[src/rtl/pma_rx_word_aligner.sv]
// rtl/pma_rx_word_aligner.sv - PMA receive deserialiser with K28.5 comma alignment and lock FSM
// Optional Bit_Slip input enabled by defining PMA_RX_BIT_SLIP_EN.
module pma_rx_word_aligner #(
    parameter int DATA_WIDTH     = 10,
    parameter int COMMA_LOCK_CNT = 3,
    parameter int MISALIGN_LIMIT = 4
) (
    input  logic                  Recovered_Bit_Clk,
    input  logic                  Rst_n,
    input  logic                  Ser_in,
    input  logic                  RxPolarity,
    input  logic                  Align_En,
`ifdef PMA_RX_BIT_SLIP_EN
    input  logic                  Bit_Slip,
`endif
    output logic [DATA_WIDTH-1:0] Data_out,
    output logic                  Data_valid,
    output logic                  Comma_det,
    output logic                  Aligned
);

    localparam int CW = (DATA_WIDTH > 1) ? $clog2(DATA_WIDTH) : 1;
    localparam logic [9:0]    K28_5_NEG   = 10'h17C;
    localparam logic [9:0]    K28_5_POS   = 10'h283;
    localparam logic [CW-1:0] LAST_BIT    = CW'(DATA_WIDTH - 1);
    localparam logic [CW-1:0] REALIGN_CNT = CW'(10 % DATA_WIDTH);

    typedef enum logic [1:0] {
        UNALIGNED,
        LOCKING,
        LOCKED
    } state_t;

    // Only DATA_WIDTH-1 history bits are kept; the incoming bit completes the word.
    logic [DATA_WIDTH-2:0] history;
    logic [DATA_WIDTH-1:0] shift_next;
    logic [9:0]            window;
    logic [CW-1:0]         bit_cnt;
    logic [CW-1:0]         cnt_next;
    logic [3:0]            lock_cnt;
    logic [3:0]            err_cnt;
    state_t                state;
    logic                  bit_in;
    logic                  comma;
    logic                  in_phase;
    logic                  realign;
    logic                  emit;
    logic                  slip;

    always_comb begin
        bit_in     = Ser_in ^ RxPolarity;
        shift_next = {bit_in, history};
        window     = shift_next[DATA_WIDTH-1 -: 10];
        comma      = (window == K28_5_NEG) || (window == K28_5_POS);
        in_phase   = ((32'(bit_cnt) % 32'd10) == 32'd9);
        realign    = Align_En && comma && !in_phase && (state != LOCKED);
        emit       = (bit_cnt == LAST_BIT) || (realign && (DATA_WIDTH == 10));
`ifdef PMA_RX_BIT_SLIP_EN
        slip       = Bit_Slip && !Align_En;
`else
        slip       = 1'b0;
`endif
        // Emission outranks a slip request, so a slip on the last bit is ignored.
        if (realign)
            cnt_next = REALIGN_CNT;
        else if (emit)
            cnt_next = '0;
        else if (slip)
            cnt_next = bit_cnt;
        else
            cnt_next = bit_cnt + 1'b1;
    end

    always_ff @(posedge Recovered_Bit_Clk) begin
        if (!Rst_n) begin
            history    <= '0;
            bit_cnt    <= '0;
            Data_out   <= '0;
            Data_valid <= 1'b0;
            Comma_det  <= 1'b0;
            Aligned    <= 1'b0;
            state      <= UNALIGNED;
            lock_cnt   <= '0;
            err_cnt    <= '0;
        end else begin
            history    <= shift_next[DATA_WIDTH-1:1];
            bit_cnt    <= cnt_next;
            Data_valid <= emit;
            if (emit) begin
                Data_out  <= shift_next;
                Comma_det <= (shift_next[9:0] == K28_5_NEG) || (shift_next[9:0] == K28_5_POS);
            end else begin
                Comma_det <= 1'b0;
            end

            if (Align_En && comma) begin
                case (state)
                    UNALIGNED: begin
                        lock_cnt <= 4'd1;
                        err_cnt  <= '0;
                        if (COMMA_LOCK_CNT == 1) begin
                            state   <= LOCKED;
                            Aligned <= 1'b1;
                        end else begin
                            state <= LOCKING;
                        end
                    end
                    LOCKING: begin
                        if (in_phase) begin
                            if (lock_cnt + 4'd1 == 4'(COMMA_LOCK_CNT)) begin
                                state   <= LOCKED;
                                Aligned <= 1'b1;
                                err_cnt <= '0;
                            end
                            lock_cnt <= lock_cnt + 4'd1;
                        end else begin
                            lock_cnt <= 4'd1;
                        end
                    end
                    LOCKED: begin
                        if (in_phase) begin
                            err_cnt <= '0;
                        end else if (err_cnt + 4'd1 == 4'(MISALIGN_LIMIT)) begin
                            // Losing lock does not realign on this comma; the next one does.
                            state    <= UNALIGNED;
                            Aligned  <= 1'b0;
                            err_cnt  <= '0;
                            lock_cnt <= '0;
                        end else begin
                            err_cnt <= err_cnt + 4'd1;
                        end
                    end
                    default: begin
                        state   <= UNALIGNED;
                        Aligned <= 1'b0;
                    end
                endcase
            end
        end
    end

endmodule

[config.mk]
export PLATFORM = sky130hd
export DESIGN_NAME = pma_rx_word_aligner
export DESIGN_NICKNAME = d
export VERILOG_FILES = /design/src/rtl/pma_rx_word_aligner.sv
export SDC_FILE = /design/constraint.sdc
export NUM_CORES = 1
export LEC_CHECK = 0
export BUFFER_PORTS_ARGS = -buffer_cell sky130_fd_sc_hd__buf_4
export CORE_MARGIN = 2
export CORE_UTILIZATION = 52
export DETAILED_ROUTE_END_ITERATION = 16
export PLACE_DENSITY = 0.79
export SETUP_SLACK_MARGIN = 0.4
export SLEW_MARGIN = 0
export SYNTH_ARGS = -nofsm -noshare
export SYNTH_HDL_FRONTEND = slang
export SYNTH_SLANG_ARGS = --single-unit
[constraint.sdc]
create_clock -name Recovered_Bit_Clk -period 2.4 [get_ports Recovered_Bit_Clk]
set_clock_uncertainty 0.2 [all_clocks]
set_input_delay 0.12 -clock Recovered_Bit_Clk [delete_from_list [all_inputs] [get_ports Recovered_Bit_Clk]]
set_output_delay 0.12 -clock Recovered_Bit_Clk [all_outputs]
set_load 0.005 [all_outputs]
==> metrics.txt <==
syn nets=213; most frequent CP cell=ha_4; All-Layer GR Usage=21.9%; endpoints failing setup=0; Worst Hold Class=in2reg; clk root buf=clkbuf_4; top-count cell post-synth=dfxtp_1; Top Layer Used=met4; leakage power=0.861 nW; unrepaired setup endpoints after global routing=yes; initial antenna violation count=0; routed wl met3=201 µm; crit-path leading delay family=compound AO/OA/AOI/OAI gates; most frequent cells after synthesis=dfxtp_1, ha_1, and2_1, inv_1, nor2b_1; Ys Warns=0; die height=63.4 µm; CP Class=reg2reg; multiplexer share of the synthesized area=6.54%; Nets=247; top cell type's share of synthesized area=39.2%; post-synthesis xor/xnor area fraction=2.32%; First DRT Iteration DRCs=70; Detailed Route WL=4180 µm; met2 WL=2130 µm; Compound-Gate Fraction of Synth Area=13.0%; Rel. slew slack=74.2%; status=finished, final reports clean; ys flop type=dfxtp_1; Initial Utilization=54.6%; vias post-DR=1524; Critical Path RT=2.47 ns; Comb pwr share=7.1%; Syn-to-layout area delta=27.3%; Final Slew Violations=0; worst hold margin=0.148 ns; Multi-input gate area=1160 µm²; Post-DRT Antenna Nets=0; # rows=21; Crit path largest cell delay=0.37 ns; Yosys cell types=40; GRT overflow=0; FMAX=0.440 GHz; vias in the first global route=1528; GPL Wtd Cong=0.740; Mapped Area=1840 µm²; fill cell count=279; Post-synth EDFFs=0; I/O pins=18; worst-path maximum fanout=6; Clk pin slew, worst setup/hold paths=0.11 ns; register area=729 µm²; routed vias/inst=5.58; cts bufs inserted=5; Synth area leader=dfxtp_1; clk sinks=36; worst path arrival time=2.34 ns; largest net degree at the start of global routing=41; first-pass GRT wire length=6910 µm; power per cell area=440 nW/µm²; CP Capture Type=flop; final hold violations=0; slowest CP cell=dfxtp_4; minimum clock period=2.27 ns; post-synthesis simple-gate area fraction=23.7%; startpoint types=flop; Gate Count Post-Synth=192; WP buf/inv=2; part of the power in registers=59.9%; core area=3360 µm²; # diodes=0; Mean Syn Cell Area=9.57 µm²; Synth Register Bits=36; # port buffers=17; Synth area leaders=dfxtp_1, ha_1, mux2i_1, and2_1, nor2b_1; DIE WIDTH=63.4 µm; max-cap violations=0; Tcrit/Tclk final=94.8%; CTS tree=yes; CTS max path bufs=2; crit-path cells=inv_4 -> ha_4 -> inv_2 -> ha_4 -> nand4_1 -> o22ai_4 -> a31oi_4 -> nor4_2 -> mux2i_1; drt drc=0; Pint=786 µW; clock latency on the worst-skew pair=0.34 ns; post-DP HPWL=2680 µm; clock power share=33.0%; ys async rst share=0%; switching share of power=23.6%; TritonRoute pass-1 iters=4; maximum VDD drop=0.405 mV; wire per inst=15.3 µm; fraction of layout cells with a size suffix above 1=27.8%; synthesized-area fraction occupied by adder cells=10.9%; die area=4020 µm²; setup TNS=0 ns; met1 WL=1720 µm; Net Switching=242 µW; largest family of logic cells by synthesized area=simple AND/OR/NAND/NOR gates; Slew @ Worst Pin=0.387 ns; sequential-to-total area share from yosys stat=39.2%; H-tree Lvls=2
==> power groups by stage <==
stage	Clock (mW)	Sequential [mW]	Combinational, mW
floorplan	0	0.629	0.0416
global placement	0	0.630	0.0521
detailed placement	0	0.632	0.0575
CTS	0.346	0.615	0.0722
global route	0.383	0.617	0.0821
finish	0.340	0.616	0.0732
==> routing by layer <==
metal / up-vias / GRT usage [%]
li1: 735 / -
met1: 724 / 25.2
met2: 50 / 37.5
met3: 15 / 5.36
met4: 0 / 10.9
met5: - / 0
==> worst min-delay path, delay by kind of cell <==
kind / cells / cell delay [ns]
xor gates and xnor gates: 1 / 0.08
and+or+nand+nor: 1 / 0.16
buffers and inverters: 1 / 0.09
AOI/OAI and AO/OA: 2 / 0.19
==> cells in the final DEF, fill, tap and decap left out, types with 3 or more instances in the layout <==
cell and n:
mux2i_1 12, ha_1 14, dfxtp_1 33, o21ai_1 5, nand3_1 5, a21oi_1 3
clkbuf_4 5, inv_1 10, nor2b_1 13, o21ai_0 5, nand2_1 10, buf_4 27
o211ai_1 4, and2_1 13, dlygate4sd3_1 3, nand4_1 3, nor3b_1 5, nor2_1 6
nand2b_1 3
==> cell type report <==
cell class	count	share of cell area, %
flip-flops and latches	36	31.2
inverters	13	2.30
repair buffers	33	11.8
clock buffers	7	2.35
clock inverters	1	0.321
multi-input cells	137	49.6
well taps	46	2.46
==> kinds of logic after synthesis <==
family                   after synthesis
AO/OA/AOI/OAI                         34
buffers and inverters                 19
AND/OR/NAND/NOR                       71
multiplexers                          12
adder cells (fa/ha/maj)               16
flip-flops                            36
XOR/XNOR                               4
==> flip-flops by register name, indices dropped and copies added (netlist names) <==
signal and count:
Data_out 10, Aligned 1, lock_cnt 4, Comma_det 1
err_cnt 4, bit_cnt 4, Data_valid 1, state 2
history 9
==> final timing paths <==
check | start | to | slack [ns] | cells past startpoint
min reg2reg | Aligned | Aligned | 0.27 | 2
max reg2reg | bit_cnt[2] | Aligned | 0.13 | 9
max | bit_cnt[2] | Aligned | 0.13 | 9
min | Ser_in | Comma_det | 0.15 | 5
==> stage by stage <==
step                setup WS (ns)  area (µm²)  total power [mW]  util [%]  instances
floorplan                   0.274        1900             0.671         -        192
CTS                         0.180        2280              1.03      67.9        270
global placement            0.196        2070             0.683      61.6        250
finish                      0.125        2340              1.03      69.5        273
detailed placement         0.0525        2070             0.690      61.6        250
global route               0.0521        2340              1.08      69.5        273
==> what timing repair did <==
action	in CTS	in global routing
resized for setup	18	8
buffers inserted	9	3
hold buffers	3	0
setup endpoints to repair	26	26
endpoints found under the hold margin	13	0
pin swaps	12	6
Power figures use the tool's default switching activity.
